--- src/rtl/e203_ifu_flush_rsp_pkg.sv ---
// Shared definitions for the IFU flush responder: state encoding and PC width.
package e203_ifu_flush_rsp_pkg;

    localparam int unsigned E203_PC_SIZE = 32;

    typedef enum logic [1:0] {
        IDLE  = 2'd0,
        DRAIN = 2'd1,
        ISSUE = 2'd2
    } flush_state_e;

endpackage

--- src/rtl/e203_ifu_flush_rsp_ostd_cnt.sv ---
// Up/down saturating counter for outstanding fetch requests, with a sticky
// error flag raised on overflow past MAX or underflow below zero.
module e203_ifu_ostd_cnt #(
    parameter int unsigned MAX = 2,
    parameter int unsigned W   = 2
) (
    input  logic         clk,
    input  logic         rst_n,
    input  logic         inc,
    input  logic         dec,
    output logic [W-1:0] cnt_nxt,
    output logic         err
);

    localparam logic [W-1:0] MAX_CNT = W'(MAX);

    logic [W-1:0] cnt;
    logic         ovf;
    logic         unf;

    always_comb begin
        cnt_nxt = cnt;
        ovf     = 1'b0;
        unf     = 1'b0;
        if (inc && !dec) begin
            if (cnt == MAX_CNT) begin
                ovf = 1'b1;
            end else begin
                cnt_nxt = cnt + 1'b1;
            end
        end else if (dec && !inc) begin
            if (cnt == '0) begin
                unf = 1'b1;
            end else begin
                cnt_nxt = cnt - 1'b1;
            end
        end
    end

    always_ff @(posedge clk or negedge rst_n) begin
        if (!rst_n) begin
            cnt <= '0;
            err <= 1'b0;
        end else begin
            cnt <= cnt_nxt;
            err <= err | ovf | unf;
        end
    end

endmodule

--- src/rtl/e203_ifu_flush_rsp.sv ---
// IFU responder for commit-stage flushes: computes the redirect PC, drops stale
// fetch responses, and issues a single redirect to the PC generator.
module e203_ifu_flush_rsp
    import e203_ifu_flush_rsp_pkg::*;
#(
    parameter int unsigned PC_SIZE  = E203_PC_SIZE,
    parameter int unsigned OSTD_MAX = 2,
    parameter int unsigned OSTD_W   = 2
) (
    input  logic               clk,
    input  logic               rst_n,
    input  logic               pipe_flush_req,
    input  logic [PC_SIZE-1:0] pipe_flush_add_op1,
    input  logic [PC_SIZE-1:0] pipe_flush_add_op2,
    output logic               pipe_flush_ack,
    input  logic               ifu_req_hsked,
    input  logic               ifu_rsp_hsked,
    output logic               ifu_rsp_drop,
    output logic               fetch_block,
    output logic               redir_valid,
    input  logic               redir_ready,
    output logic [PC_SIZE-1:0] redir_pc,
    output logic               ostd_err
);

    flush_state_e        state;
    flush_state_e        state_nxt;
    logic                flush_hsk;
    logic [OSTD_W-1:0]   ostd_cnt_nxt;
    logic [OSTD_W-1:0]   drop_cnt;
    logic [OSTD_W-1:0]   drop_cnt_nxt;
    logic [PC_SIZE-1:0]  tgt_pc;
    logic [PC_SIZE-1:0]  tgt_pc_nxt;

    e203_ifu_ostd_cnt #(
        .MAX (OSTD_MAX),
        .W   (OSTD_W)
    ) u_ostd_cnt (
        .clk     (clk),
        .rst_n   (rst_n),
        .inc     (ifu_req_hsked),
        .dec     (ifu_rsp_hsked),
        .cnt_nxt (ostd_cnt_nxt),
        .err     (ostd_err)
    );

    assign pipe_flush_ack = 1'b1;
    assign flush_hsk      = pipe_flush_req & pipe_flush_ack;
    assign ifu_rsp_drop   = (drop_cnt != '0);
    assign fetch_block    = (state != IDLE) | pipe_flush_req;

    always_comb begin
        tgt_pc_nxt   = tgt_pc;
        drop_cnt_nxt = drop_cnt;
        if (flush_hsk) begin
            tgt_pc_nxt   = pipe_flush_add_op1 + pipe_flush_add_op2;
            drop_cnt_nxt = ostd_cnt_nxt;
        end else if (ifu_rsp_drop && ifu_rsp_hsked) begin
            drop_cnt_nxt = drop_cnt - 1'b1;
        end
    end

    // A new flush always wins over the current state, including a redirect
    // handshake in the same cycle (that handshake still consumes the old PC).
    always_comb begin
        state_nxt = state;
        if (flush_hsk) begin
            state_nxt = (drop_cnt_nxt != '0) ? DRAIN : ISSUE;
        end else begin
            case (state)
                DRAIN:   if (drop_cnt_nxt == '0) state_nxt = ISSUE;
                ISSUE:   if (redir_ready)        state_nxt = IDLE;
                default: state_nxt = IDLE;
            endcase
        end
    end

    always_ff @(posedge clk or negedge rst_n) begin
        if (!rst_n) begin
            state       <= IDLE;
            drop_cnt    <= '0;
            tgt_pc      <= '0;
            redir_valid <= 1'b0;
            redir_pc    <= '0;
        end else begin
            state       <= state_nxt;
            drop_cnt    <= drop_cnt_nxt;
            tgt_pc      <= tgt_pc_nxt;
            redir_valid <= (state_nxt == ISSUE);
            if (state_nxt == ISSUE) begin
                redir_pc <= tgt_pc_nxt;
            end
        end
    end

endmodule

--- config.mk ---
export PLATFORM = sky130hd
export DESIGN_NAME = e203_ifu_flush_rsp
export DESIGN_NICKNAME = d
export VERILOG_FILES = /design/src/rtl/e203_ifu_flush_rsp_pkg.sv /design/src/rtl/e203_ifu_flush_rsp_ostd_cnt.sv /design/src/rtl/e203_ifu_flush_rsp.sv
export SDC_FILE = /design/constraint.sdc
export NUM_CORES = 1
export LEC_CHECK = 0
export ABC_AREA = 0
export CORE_MARGIN = 2
export CORE_UTILIZATION = 50
export CTS_CLUSTER_DIAMETER = 80
export DETAILED_ROUTE_END_ITERATION = 6
export GPL_TIMING_DRIVEN = 1
export PLACE_DENSITY = 0.83
export SLEW_MARGIN = 0
export SYNTH_ARGS = -nofsm -noshare
export SYNTH_HDL_FRONTEND = slang
export SYNTH_SLANG_ARGS = --single-unit
export TNS_END_PERCENT = 20
--- constraint.sdc ---
create_clock -name clk -period 2.9 [get_ports clk]
set_input_delay 0.87 -clock clk [delete_from_list [all_inputs] [get_ports clk]]
set_output_delay 0.87 -clock clk [all_outputs]
set_load 0.1 [all_outputs]
==> flow_summary_export.csv <==
group,metric,value,unit
setup_path,cp_max_fo,4,
route,wire_per_inst,18.9,um
global_routing,gr-total-overflow,0,
setup_path,critPathKind,"input pin to register",
floorplan,die_h,101,um
power_and_ir_drop,p_sw_frac,0.516,
synth,seq_area_frac_synth,0.385,
layout,final_cell_mix,"137 x buf_4, 72 x dfrtp_1, 29 x clkdlybuf4s50_1, 28 x nand2_1, 27 x a21oi_1",
power_and_ir_drop,clock_power_share,0.108,
floorplan,io-pin-count,107,
synth,syn_nets,563,
setup_path,worstSetupEndpointType,"register",
place,gp_congestion,0.875,
floorplan,start_util,0.511,
clock_tree,cts_tree,"done",
synth,netlist.top_cell.by_area,"dfrtp_1",
clock_tree,cts_buffer_depth,2,
status,status,"finished with violations",
power_and_ir_drop,power.density,915,nW/um2
global_routing,antenna_found_initial,0,
synth,netlist_instances,453,
power_and_ir_drop,p_int,3220,uW
sta,fin_skew,0.0120,ns
layout,fillers,517,
route,vias_per_cell,5.84,
setup_path,start_kind,"input pin",
layout,final-instance-count-excl-fill,775,
power_and_ir_drop,p_seq_frac,0.241,
global_routing,grt_pass1_wl,21800,um
route,vias,4528,
route,drtPass1Iterations,5,
global_routing,grt_use_total,0.273,
global_routing,grt_pass1_vias,4691,
layout,syn2layout_area_growth,55.2,%
place,io_buffers,105,
clock_tree,clkSlewWorstSetupHoldPaths,0.08,ns
sta,max_freq,340,MHz
floorplan,core_area,9150,um2
route,drt-initial-drc-count,196,
power_and_ir_drop,leakage,0.00330,uW
floorplan,dieArea,10100,um2
power_and_ir_drop,combPwrFrac,0.652,
clock_tree,cts_buffers,9,
place,place_ws,-0.738,ns
setup_path,crit_required,3.13,ns
sta,setup_ws,-0.0398,ns
layout,diodes,0,
synth,synth_top_flop_cell,"dfrtp_1",
place,dp_hpwl,9140,um
route,drc,0,
flow_run,drv_cap,0,
route,routed_wl,14700,um
global_routing,grt_max_degree,73,
synth,async_flop_share,1.00,
sta,hold_violations,0,
clock_tree,clkLatencyLatePin,0.35,ns
power_and_ir_drop,switchingPower,3430,uW
place,placed_area,6420,um2
clock_tree,cts_sinks,72,
synth,synth.top_cell.area_share,0.385,
synth,ys_ff_latch,72,
synth,netlist_area,4680,um2
layout,fin_area,7260,um2
synth,synth.area.top_cells,"dfrtp_1 39%, ha_1 10%, mux2_4 6.4%, mux2_2 5.8%, a21oi_1 4.2%",
layout,final_common_cell,"buf_4",
layout,layout-drive-gt1-share,0.449,
sta,drv_slew,0,
setup_path,crit_arrival,3.17,ns
sta,setup_violations,4,
synth,synth_edf_count,0,
synth,avgSynthCellArea,10.3,um2
route,ant_nets,0,
power_and_ir_drop,ir_worst_vdd,972,uV
worst_hold_path,hold_path.class,"register to register",
sta,period_share,1.01,
place,dp_cells,740,
clock_tree,cts-root-buf,"clkbuf_8",
synth,yosysWarnings,0,
floorplan,rows,35,
synth,ys_types,60,
sta,rsz0062_at_grt,"yes",
status,violations,"setup timing",
layout,final_core_utilization,0.793,
sta,period_minus_slack,2.94,ns
clock_tree,cts_max_level,3,
floorplan,die_w,101,um
layout,nets,770,
## final timing paths
check,start,to,slack (ns),cells past startpoint
max in group asynchronous,rst_n,drop_cnt[0],2.03,2
max,pipe_flush_add_op1[1],redir_pc[19],-0.04,12
min reg2reg,u_ostd_cnt.err,u_ostd_cnt.err,0.50,1
min,u_ostd_cnt.err,u_ostd_cnt.err,0.50,1
min in group asynchronous,rst_n,redir_pc[17],0.53,2
max reg2reg,u_ostd_cnt.cnt[0],redir_pc[26],0.28,11
## sequential cells by signal, summed over array words and instances, names as in the netlist
| name | flops |
|---|---|
| redir_pc | 32 |
| tgt_pc | 32 |
| drop_cnt | 2 |
| state | 2 |
| u_ostd_cnt.cnt | 2 |
| redir_valid | 1 |
| u_ostd_cnt.err | 1 |
## logic make-up (layout without fill, tap and decap cells)
kind of cell | count (synthesis) | after routing | synth area share
xor+xnor | 27 | 27 | 0.0506
compound gates | 123 | 123 | 0.171
buf+inv | 38 | 249 | 0.0431
other cells | 1 | 1 | 0.000802
fa+ha+maj | 40 | 40 | 0.109
simple gates | 104 | 104 | 0.110
flops | 72 | 72 | 0.385
mux | 48 | 48 | 0.131
## power groups by stage
stage	Clock (uW)	Sequential (uW)	Combinational, uW
3_5_place_dp	0	1600	3930
5_1_grt	772	1640	4500
3_3_place_gp	0	1580	3860
6_report	715	1600	4330
2_1_floorplan	0	3260	1290
4_1_cts	717	1590	4200
## per-layer routing
| layer | track usage | vias up | part of all wire |
|---|---|---|---|
| li1 | - | 2056 | - |
| met1 | 0.313 | 2232 | 0.40 |
| met2 | 0.481 | 185 | 0.52 |
| met3 | 0.0479 | 55 | 0.045 |
| met4 | 0.153 | 0 | 0.043 |
| met5 | 0 | - | 0 |
## repair_timing
item	in CTS	in global routing
hold buffers	0	0
setup buffers	11	7
pin swaps	35	33
setup endpoints to repair	45	40
cloned	2	0
gates resized for setup	96	79
## through the flow
stage | setup TNS [ns] | power (uW) | hold slack, ns
3_3_place_gp | -23.17 | 5440 | 0.460
2_1_floorplan | -0.166 | 4540 | 0.444
6_report | -0.107 | 6640 | 0.497
5_1_grt | -0.715 | 6910 | 0.519
3_5_place_dp | -27.41 | 5540 | 0.469
4_1_cts | -0.0404 | 6500 | 0.490
## worst max-delay path, stage by stage
cell             delay (ns)
clkdlybuf4s15_2        0.21
ha_1                   0.29
a21o_1                 0.17
and4_1                 0.22
o21ai_1                0.16
buf_4                  0.16
o211ai_1               0.09
buf_4                  0.18
a21oi_2                0.18
xnor2_1                0.09
mux2_2                 0.28
mux2_4                 0.26
## synth_stat cells, drive strengths merged, types with 4 or more instances
library cell and number:
a21o 10, a21oi 39, a31oi 4, buf 7
clkbuf 11, dfrtp 72, ha 39, inv 19
mux2 44, mux2i 4, nand2 32, nand2b 4
nand3 13, nand4 8, nor2 19, nor2b 8
nor3 6, o211ai 4, o21a 6, o21ai 28
o21bai 8, o31ai 4, xnor2 20, xor2 7
## final cells by class
| class | count | area, um2 | share of cell area |
|---|---|---|---|
| clock buffer | 10 | 138 | 0.0190 |
| clock inverter | 5 | 33.8 | 0.00465 |
| inverter | 20 | 75.1 | 0.0103 |
| multi-input combinational | 343 | 3230 | 0.446 |
| sequential | 72 | 1800 | 0.248 |
| tap | 111 | 139 | 0.0191 |
| timing repair buffer | 214 | 1840 | 0.253 |
Note: power is estimated with default switching activity, not from simulation.
